**src/rtl/seg7_pkg.sv**
```systemverilog
// Shared constants for the seven-segment sum scanner: active-low glyphs
// in {g,f,e,d,c,b,a} order, anode patterns and digit slot indices.
package seg7_pkg;

  localparam logic [6:0] GLYPH_0   = 7'b1000000;
  localparam logic [6:0] GLYPH_1   = 7'b1111001;
  localparam logic [6:0] GLYPH_2   = 7'b0100100;
  localparam logic [6:0] GLYPH_3   = 7'b0110000;
  localparam logic [6:0] GLYPH_4   = 7'b0011001;
  localparam logic [6:0] GLYPH_5   = 7'b0010010;
  localparam logic [6:0] GLYPH_6   = 7'b0000010;
  localparam logic [6:0] GLYPH_7   = 7'b1111000;
  localparam logic [6:0] GLYPH_8   = 7'b0000000;
  localparam logic [6:0] GLYPH_9   = 7'b0010000;
  localparam logic [6:0] GLYPH_A   = 7'b0001000;
  localparam logic [6:0] GLYPH_B   = 7'b0000011;
  localparam logic [6:0] GLYPH_C   = 7'b1000110;
  localparam logic [6:0] GLYPH_D   = 7'b0100001;
  localparam logic [6:0] GLYPH_E   = 7'b0000110;
  localparam logic [6:0] GLYPH_F   = 7'b0001110;
  localparam logic [6:0] GLYPH_OFF = 7'b1111111;

  localparam logic [3:0] ANODES_OFF = 4'b1111;

  localparam logic [1:0] DIG_ONES  = 2'd0;
  localparam logic [1:0] DIG_TENS  = 2'd1;
  localparam logic [1:0] DIG_CARRY = 2'd2;
  localparam logic [1:0] DIG_HEX   = 2'd3;

endpackage

```
**src/rtl/hex_to_seg7.sv**
```systemverilog
// Combinational 4-bit to active-low seven-segment decoder.
module hex_to_seg7
  import seg7_pkg::*;
(
  input  logic [3:0] code_i,
  output logic [6:0] seg_o
);

  always_comb begin
    seg_o = GLYPH_OFF;
    case (code_i)
      4'h0: seg_o = GLYPH_0;
      4'h1: seg_o = GLYPH_1;
      4'h2: seg_o = GLYPH_2;
      4'h3: seg_o = GLYPH_3;
      4'h4: seg_o = GLYPH_4;
      4'h5: seg_o = GLYPH_5;
      4'h6: seg_o = GLYPH_6;
      4'h7: seg_o = GLYPH_7;
      4'h8: seg_o = GLYPH_8;
      4'h9: seg_o = GLYPH_9;
      4'hA: seg_o = GLYPH_A;
      4'hB: seg_o = GLYPH_B;
      4'hC: seg_o = GLYPH_C;
      4'hD: seg_o = GLYPH_D;
      4'hE: seg_o = GLYPH_E;
      4'hF: seg_o = GLYPH_F;
      default: seg_o = GLYPH_OFF;
    endcase
  end

endmodule

```
**src/rtl/seg7_sum_scanner.sv**
```systemverilog
// Captures the adder result {carry, sum} and time-multiplexes it onto a
// 4-digit common-anode display: decimal ones, decimal tens, carry 'C', hex.
module seg7_sum_scanner
  import seg7_pkg::*;
#(
  parameter int REFRESH_DIV = 100000
) (
  input  logic       clk,
  input  logic       rst,
  input  logic [3:0] sum_in,
  input  logic       carry_in,
  input  logic       load,
  input  logic       blank,
  output logic [3:0] an,
  output logic [6:0] seg,
  output logic       dp
);

  localparam int CNT_W = (REFRESH_DIV > 1) ? $clog2(REFRESH_DIV) : 1;
  localparam logic [CNT_W-1:0] CNT_MAX = CNT_W'(REFRESH_DIV - 1);

  logic [4:0]       value_q, value_d;
  logic [CNT_W-1:0] cnt_q, cnt_d;
  logic [1:0]       idx_q, idx_d;
  logic [3:0]       an_q, an_d;
  logic [6:0]       seg_q, seg_d;

  logic [3:0] tens, ones;
  logic [4:0] tensTimesTen;
  logic [3:0] digitCode;
  logic [6:0] glyph;
  logic       digitOn;

  // Decimal split of 0..31 by threshold, avoiding a real divider.
  always_comb begin
    tens         = 4'd0;
    tensTimesTen = 5'd0;
    if (value_q >= 5'd30) begin
      tens         = 4'd3;
      tensTimesTen = 5'd30;
    end else if (value_q >= 5'd20) begin
      tens         = 4'd2;
      tensTimesTen = 5'd20;
    end else if (value_q >= 5'd10) begin
      tens         = 4'd1;
      tensTimesTen = 5'd10;
    end
    ones = 4'(value_q - tensTimesTen);
  end

  // The carry slot reuses the decoder: hex C has the same shape as the carry glyph.
  always_comb begin
    digitCode = ones;
    digitOn   = 1'b1;
    case (idx_q)
      DIG_ONES:  begin digitCode = ones;          digitOn = 1'b1;          end
      DIG_TENS:  begin digitCode = tens;          digitOn = (tens != 4'd0); end
      DIG_CARRY: begin digitCode = 4'hC;          digitOn = value_q[4];    end
      DIG_HEX:   begin digitCode = value_q[3:0];  digitOn = 1'b1;          end
      default:   begin digitCode = ones;          digitOn = 1'b1;          end
    endcase
  end

  hex_to_seg7 u_decoder (
    .code_i (digitCode),
    .seg_o  (glyph)
  );

  always_comb begin
    value_d = load ? {carry_in, sum_in} : value_q;
    cnt_d   = cnt_q + 1'b1;
    idx_d   = idx_q;
    if (cnt_q == CNT_MAX) begin
      cnt_d = '0;
      idx_d = idx_q + 2'd1;
    end
    an_d  = ANODES_OFF;
    seg_d = GLYPH_OFF;
    if (digitOn && !blank) begin
      an_d        = ANODES_OFF;
      an_d[idx_q] = 1'b0;
      seg_d       = glyph;
    end
  end

  always_ff @(posedge clk) begin
    if (rst) begin
      value_q <= '0;
      cnt_q   <= '0;
      idx_q   <= '0;
      an_q    <= ANODES_OFF;
      seg_q   <= GLYPH_OFF;
    end else begin
      value_q <= value_d;
      cnt_q   <= cnt_d;
      idx_q   <= idx_d;
      an_q    <= an_d;
      seg_q   <= seg_d;
    end
  end

  assign an  = an_q;
  assign seg = seg_q;
  assign dp  = 1'b1;

endmodule
```
**config.mk**
```make
export PLATFORM = sky130hd
export DESIGN_NAME = seg7_sum_scanner
export DESIGN_NICKNAME = d
export VERILOG_FILES = /design/src/rtl/seg7_pkg.sv /design/src/rtl/hex_to_seg7.sv /design/src/rtl/seg7_sum_scanner.sv
export SDC_FILE = /design/constraint.sdc
export NUM_CORES = 1
export LEC_CHECK = 0
export BUFFER_PORTS_ARGS = -buffer_cell sky130_fd_sc_hd__buf_2
export CELL_PAD_IN_SITES_DETAIL_PLACEMENT = 1
export CELL_PAD_IN_SITES_GLOBAL_PLACEMENT = 1
export CORE_UTILIZATION = 30
export CTS_BUF_LIST = sky130_fd_sc_hd__clkbuf_16
export CTS_CLUSTER_DIAMETER = 80
export CTS_CLUSTER_SIZE = 40
export DETAILED_ROUTE_END_ITERATION = 7
export PLACE_DENSITY = 0.57
export SLEW_MARGIN = 20
export SYNTH_ARGS = -nofsm -noshare
export SYNTH_HDL_FRONTEND = slang
export SYNTH_SLANG_ARGS = --single-unit
```
**constraint.sdc**
```tcl
create_clock -name clk -period 3.47 [get_ports clk]
set_clock_uncertainty 0.05 [all_clocks]
set_input_delay 0.1735 -clock clk [delete_from_list [all_inputs] [get_ports clk]]
set_output_delay 0.1735 -clock clk [all_outputs]
set_load 0.1 [all_outputs]
```
==> results of run 1 <==
[power breakdown]
group          leakage [nW]  internal [mW]  total (mW)  switching [mW]
clock                0.0701          0.258       0.425           0.167
sequential            0.286          0.418       0.428         0.00966
combinational         0.513         0.0567       0.199           0.143
total                 0.868          0.733        1.05           0.319
[state kept, by name (all words and copies together), names as in the netlist]
name	cells
value_q	5
seg	7
an	4
cnt_q	17
idx_q	2
[per-stage QoR]
stage | std cells | area (µm²)
global route | 302 | 2140
finish | 302 | 2140
CTS | 302 | 2140
floorplan | 209 | 1880
global placement | 294 | 2000
detailed placement | 294 | 2000
[final cells by class]
cell class                      count  area (µm²)  area share
Multi-Input combinational cell    153        1060       0.497
Sequential cell                    35         701       0.328
Clock buffer                        5         125      0.0586
Timing Repair Buffer               20         103      0.0480
Tap cell                           75        93.8      0.0439
Inverter                           11        41.3      0.0193
Clock inverter                      3        11.3     0.00527
[worst paths after layout]
| path | to | slack, ps |
|---|---|---|
| max | seg[0] | 500 |
| min | value_q[2] | 70 |
| max reg2reg | seg[0] | 500 |
| min reg2reg | cnt_q[0] | 390 |
[synth_stat cells, types with 2 or more instances]
master | number | share of area
buf_4 | 4 | 0.016
nand2_1 | 22 | 0.044
nand2b_1 | 3 | 0.010
nor2b_1 | 2 | 0.0067
mux2i_1 | 10 | 0.053
o211ai_1 | 3 | 0.012
and3_1 | 5 | 0.017
inv_1 | 11 | 0.022
o221ai_1 | 2 | 0.0093
nor4_4 | 2 | 0.023
a21oi_1 | 3 | 0.0080
buf_6 | 3 | 0.018
clkbuf_1 | 2 | 0.0040
nand4_1 | 3 | 0.010
a211oi_1 | 5 | 0.020
nor2_1 | 37 | 0.074
o21ai_0 | 3 | 0.0080
xnor2_1 | 7 | 0.033
xor2_1 | 9 | 0.042
nand3_1 | 3 | 0.0080
dfxtp_1 | 35 | 0.37
ha_1 | 13 | 0.087
[logic make-up after synthesis]
group | count (synthesis)
XOR/XNOR | 16
flip-flops | 35
other | 1
AND/OR/NAND/NOR | 89
AO/OA/AOI/OAI | 23
multiplexers | 10
buffers and inverters | 21
adder cells (fa/ha/maj) | 14
[tightest hold or removal path, stage by stage]
cell,delay (ps)
buf_2,70
mux2i_1,50
nor2_1,70
[metal layers]
layer  track usage  vias to the layer above  wire length, µm
li1              -                      725                -
met1         0.176                      660             1890
met2         0.214                       22             1780
met3        0.0303                        7              107
met4        0.0696                        0               81
met5             0                        -                0
==> metrics.md, run 1 <==
| Metric | Value |
|---|---|
| Top_reg_cell synth | `dfxtp_1` |
| Fin crit share | `0.856` |
| Final hold slack | `75.0 ps` |
| Hold Path Cell Cnt | `3` |
| Mean Syn Cell Area | `8.99 µm²` |
| PD cells | `493 nW/µm²` |
| Main combinational cell family by area after synthesis | `simple AND/OR/NAND/NOR gates` |
| Yosys cell types | `44` |
| CP top delay family | `simple AND/OR/NAND/NOR gates` |
| Critical path origin | `value_q[4]` |
| Reg clk slew, reported paths | `60 ps` |
| Cell-by-cell trace of the critical path | `and2b_2 -> a21oi_1 -> o21ai_2 -> ha_1 -> fa_1 -> and4bb_1 -> a41oi_1 -> nor3b_2 -> buf_4 -> and2_2 -> o32a_1` |
| Fin crit period | `2970 ps` |
| Hold Fails Final Rpt | `0` |
| DRT Pass-1 Iters | `4` |
| Die Area | `6580 µm²` |
| Area growth syn-to-layout | `13.6%` |
| Max Transition Viols Final | `0` |
| Crit path kind | `reg2reg` |
| Min-Delay Path Class | `in2reg` |
| Number of global-route vias before repair | `1409` |
| Worst-margin pin slew | `656 ps` |
| Total global-route track usage | `0.137` |
| Most frequent cells in the layout | `37 x nor2_1, 35 x dfxtp_1, 22 x nand2_1, 19 x buf_2, 13 x ha_1` |
| Final Wtd Congestion | `0.718` |
| Final nets | `249` |
| Worst-skew pair later-pin latency | `280 ps` |
| CTS HTree Levels | `2` |
| Max Cap Violations | `0` |
| Peak supply drop | `210 µV` |
| Clk buf depth | `2` |
| Data required time of the critical path | `3580 ps` |
| Rows | `28` |
| Slew Limit Headroom | `0.559` |
| DRT iter0 DRCs | `28` |
| Post-CTS Hold Buffers | `0` |
| Starting density of the core | `0.314` |
| Initial antenna violation count | `0` |
| Slowest cell on crit path | `dfxtp_1` |
| Register area share after synthesis | `0.373` |
| Yosys warns | `0` |
| Final WL | `3850 µm` |
| Fillers | `726` |
| Buf/Inv on CP | `1` |
| Num CTS Buffers | `5` |
| Setup ws final | `498 ps` |
| Critical Path Fanout Max | `13` |
| Post-cts sizing count | `0` |
| Final setup TNS | `0 ps` |
| Multiplexer area fraction after synthesis | `0.0533` |
| Post-place setup slack | `576 ps` |
| Sinks on Clock Net | `35` |
| Simple-gate share of the synthesized area | `0.246` |
| Crit end category | `register` |
| Unrepaired setup endpoints after global routing | `false` |
| First-pass GRT wire length | `6770 µm` |
| Core box area | `5990 µm²` |
| F_max | `0.336 GHz` |
| Hold path startpoint | `sum_in[2]` |
| R2r startpoint | `value_q[4]` |
| Die W | `81.1 µm` |
| Clk root buf | `clkbuf_16` |
| Syn nets | `232` |
| Layout cells sized above 1 | `0.163` |
| Most common cell after layout, fill and taps aside | `nor2_1` |
| Post-synth ARST share | `0` |
| Xor/xnor share of the synthesized area | `0.0746` |
| Post-synthesis cell area | `1880 µm²` |
| EDFF count, synth | `0` |
| Drt drc | `0` |
| Antenna viol nets, final | `0` |
| Port bufs | `19` |
| Final setup vio count | `0` |
| Post-Syn Instances | `209` |
| Util after Layout | `0.357` |
| Wirelength per Cell | `12.8 µm` |
| Status | `complete, no violations` |
| Congestion Overflow GR | `0` |
| Synthesis-stage register bit count | `35` |
| Hpwl dp | `2730 µm` |
| Synth Area in Compound Gates | `0.0912` |
| FF-to-FF path depth | `11` |
| CP arrival | `3080 ps` |
| Static leakage | `0.868 nW` |
| CP peak stage delay | `460 ps` |
| Critical path launch point type | `register` |
| Pin count of the biggest net entering global routing | `18` |
| Setup bufs post-CTS | `0` |
| Adder-cell area share of the yosys netlist | `0.0972` |
| Antenna Cells | `0` |
| CTS tree | `built` |
| Die height | `81.1 µm` |
| I/O Pins | `21` |
| Routed vias/inst | `4.68` |
| Via count | `1414` |
| Overall power | `1.05 mW` |
| WP depth | `11` |
Power figures use the tool's default switching activity.
==> inputs of run 2 (changes only) <==
--- a/config.mk
+++ b/config.mk
@@ -8,12 +8,13 @@
 export BUFFER_PORTS_ARGS = -buffer_cell sky130_fd_sc_hd__buf_2
 export CELL_PAD_IN_SITES_DETAIL_PLACEMENT = 1
 export CELL_PAD_IN_SITES_GLOBAL_PLACEMENT = 1
-export CORE_UTILIZATION = 30
+export CORE_UTILIZATION = 25
 export CTS_BUF_LIST = sky130_fd_sc_hd__clkbuf_16
 export CTS_CLUSTER_DIAMETER = 80
 export CTS_CLUSTER_SIZE = 40
 export DETAILED_ROUTE_END_ITERATION = 7
-export PLACE_DENSITY = 0.57
+export PLACE_DENSITY = 0.5
+export SETUP_SLACK_MARGIN = 0.05
 export SLEW_MARGIN = 20
 export SYNTH_ARGS = -nofsm -noshare
 export SYNTH_HDL_FRONTEND = slang
==> constraint.sdc (replaced) <==
create_clock -name clk -period 3.25 [get_ports clk]
set_clock_uncertainty 0.05 [all_clocks]
set_input_delay 0.1625 -clock clk [delete_from_list [all_inputs] [get_ports clk]]
set_output_delay 0.1625 -clock clk [all_outputs]
set_load 0.1 [all_outputs]
==> run 2 against run 1 <==
Against the previous run:
- count of clock-buffer cells in the layout did not move
- total power up 15%
- global-route usage is 2.3 points lower
- sequential cell count stayed put
- die area rose by 19%
- via count fell by 0.99%
- final area is 2.9% higher
- non-clock buffer count is the same
- final cell count up 7.9%
- first-iteration DRC count is 36% higher
==> metrics.md, run 2 (synthesis results as in run 1) <==
| Metric | Value |
|---|---|
| Die Area | `7870 µm² (was 6580 µm²)` |
| Post-CTS Hold Buffers | `0 (unchanged)` |
| Buf/Inv on CP | `1 (unchanged)` |
| Reg clk slew, reported paths | `50 ps (was 60 ps)` |
| Worst-skew pair later-pin latency | `280 ps (about the same)` |
| Min-Delay Path Class | `in2reg (unchanged)` |
| M1 GR Usage | `0.145 (was 0.176)` |
| CTS HTree Levels | `2 (unchanged)` |
| DRT iter0 DRCs | `38 (was 28)` |
| Die height | `88.7 µm (was 81.1 µm)` |
| Clk buf depth | `2 (unchanged)` |
| Final WL | `3870 µm (was 3850 µm)` |
| FF-to-FF path depth | `11 (unchanged)` |
| Post-cts sizing count | `0 (unchanged)` |
| Congestion Overflow GR | `0 (unchanged)` |
| Sinks on Clock Net | `35 (unchanged)` |
| Routed vias/inst | `4.29 (was 4.68)` |
| Largest Register | `cnt_q (unchanged)` |
| Internal power | `868 µW (was 733 µW)` |
| Critical Path Fanout Max | `9 (was 13)` |
| Fin crit share | `0.880 (was 0.856)` |
| Met3 track demand over resource | `0.0326 (was 0.0303)` |
| Drt drc | `0 (unchanged)` |
| Crit end category | `register (unchanged)` |
| CP top delay family | `simple AND/OR/NAND/NOR gates (unchanged)` |
| Area growth syn-to-layout | `17.0% (was 13.6%)` |
| Max FFs per register | `17 (unchanged)` |
| I/O Pins | `21 (unchanged)` |
| Dpl cell area | `2030 µm² (was 2000 µm²)` |
| CTS tree | `built (unchanged)` |
| Most common cell after layout, fill and taps aside | `nor2_1 (unchanged)` |
| Most frequent cells in the layout | `37 x nor2_1, 35 x dfxtp_1, 22 x nand2_1, 19 x buf_2, 13 x ha_1 (unchanged)` |
| Reg2reg end | `seg[5] (was seg[0])` |
| Peak supply drop | `162 µV (was 210 µV)` |
| Max Cap Violations | `0 (unchanged)` |
| PD cells | `551 nW/µm² (was 493 nW/µm²)` |
| Total global-route track usage | `0.114 (was 0.137)` |
| Gr busiest metal | `met2 (unchanged)` |
| Final setup vio count | `0 (unchanged)` |
| Antenna Cells | `0 (unchanged)` |
| CP arrival | `3010 ps (was 3080 ps)` |
| Crit path kind | `reg2reg (unchanged)` |
| Static leakage | `0.882 nW (was 0.868 nW)` |
| Core box area | `7250 µm² (was 5990 µm²)` |
| Net switching fraction of the power | `0.283 (was 0.303)` |
| Rows | `31 (was 28)` |
| Starting density of the core | `0.259 (was 0.314)` |
| Final setup TNS | `0 ps (unchanged)` |
| Slew Limit Headroom | `0.576 (was 0.559)` |
| Unrepaired setup endpoints after global routing | `false (unchanged)` |
| Number of global-route vias before repair | `1422 (was 1409)` |
| Critical path launch point type | `register (unchanged)` |
| NetSw | `343 µW (was 319 µW)` |
| Final nets | `249 (unchanged)` |
| F_max | `0.349 GHz (was 0.336 GHz)` |
| Worst-margin pin slew | `631 ps (was 656 ps)` |
| Layout cells sized above 1 | `0.176 (was 0.163)` |
| Wirelength per Cell | `11.9 µm (was 12.8 µm)` |
| Multi-input logic area | `1060 µm² (unchanged)` |
| Clock power share | `0.448 (was 0.404)` |
| Global routing met2 resource utilization | `0.178 (was 0.214)` |
| Setup bufs post-CTS | `0 (unchanged)` |
| Initial antenna violation count | `0 (unchanged)` |
| Fillers | `878 (was 726)` |
| First-pass GRT wire length | `6750 µm (was 6770 µm)` |
| Placed cell count | `318 (was 294)` |
| Hpwl dp | `2910 µm (was 2730 µm)` |
| Crit path capture | `seg[5] (was seg[0])` |
| Pin count of the biggest net entering global routing | `18 (unchanged)` |
| CP peak stage delay | `450 ps (was 460 ps)` |
| Hold Fails Final Rpt | `0 (unchanged)` |
| Data required time of the critical path | `3390 ps (was 3580 ps)` |
| Final Instance Area | `2200 µm² (was 2140 µm²)` |
| DRT Pass-1 Iters | `4 (unchanged)` |
| Seq. cell area | `701 µm² (unchanged)` |
| Fin crit period | `2860 ps (was 2970 ps)` |
| Num CTS Buffers | `5 (unchanged)` |
| Status | `complete, no violations (unchanged)` |
| Final Wtd Congestion | `0.750 (was 0.718)` |
| Flop-to-flop setup slack | `390 ps (was 500 ps)` |
| Seq pwr share | `0.377 (was 0.407)` |
| Comb power frac | `0.175 (was 0.190)` |
| Via count | `1400 (was 1414)` |
| Port bufs | `19 (unchanged)` |
| Slowest cell on crit path | `dfxtp_1 (unchanged)` |
| Fin cells | `326 (was 302)` |
| Clk root buf | `clkbuf_16 (unchanged)` |
| WP depth | `11 (unchanged)` |
| Max Transition Viols Final | `0 (unchanged)` |
| Critical path origin | `value_q[4] (unchanged)` |
| Die W | `88.7 µm (was 81.1 µm)` |
| R2r startpoint | `value_q[4] (unchanged)` |
| Cell-by-cell trace of the critical path | `and2b_2 -> a21oi_1 -> o21ai_2 -> ha_1 -> fa_1 -> and4bb_1 -> a41oi_1 -> nor3b_2 -> buf_4 -> or2b_2 -> o221ai_1 (was and2b_2 -> a21oi_1 -> o21ai_2 -> ha_1 -> fa_1 -> and4bb_1 -> a41oi_1 -> nor3b_2 -> buf_4 -> and2_2 -> o32a_1)` |
| Antenna viol nets, final | `0 (unchanged)` |
run 2: cell count changes in the layout (fill, tap and decap cells not counted):
cell,previous run,this run
inv_1,12,11
clkinv_1,2,0
clkinv_4,0,1
bufinv_16,0,1
clkinv_2,0,1
run 2: worst min-delay path, stage by stage:
cell,delay [ps]
buf_2,80
mux2i_1,50
nor2_1,70
run 2: how the worst min path moves through the flow:
stage                 end  cells after the start      start  slack [ps]
2_1_floorplan  value_q[0]                      2  sum_in[0]         260
3_3_place_gp   value_q[3]                      3  sum_in[3]         350
3_5_place_dp   value_q[1]                      3  sum_in[1]         360
4_1_cts        value_q[1]                      3  sum_in[1]          70
5_1_grt        value_q[2]                      3  sum_in[2]          80
6_report       value_q[0]                      3  sum_in[0]          80
run 2: power by group through the flow:
stage	Sequential [mW]	Clock (mW)	Combinational, mW
final	0.457	0.542	0.213
after CTS	0.457	0.568	0.216
after global routing	0.459	0.588	0.233
after detailed placement	0.466	0	0.214
after global placement	0.466	0	0.215
after floorplan	0.537	0	0.112
run 2: cell type report:
cell class              count  area share
repair buffers             20      0.0467
multi-input cells         153       0.483
flip-flops and latches     35       0.319
clock buffers               5      0.0569
inverters                  11      0.0188
well taps                  99      0.0563
clock inverters             3      0.0199
run 2: metrics by stage:
step,worst slack (ps),power [mW],util,hold slack (ps)
floorplan,702,0.649,-,260
global placement,408,0.681,0.280,353
detailed placement,390,0.681,0.280,363
CTS,366,1.24,0.303,73.2
global route,183,1.28,0.303,78.9
finish,388,1.21,0.303,76.6
run 2: layer usage:
layer  wire length [µm]  vias to the layer above  part of all wire
li1                   -                      725                 -
met1               1930                      652              0.50
met5                  0                        -                 0
met4                 41                        0             0.011
met3                148                        2             0.038
met2               1760                       21              0.45
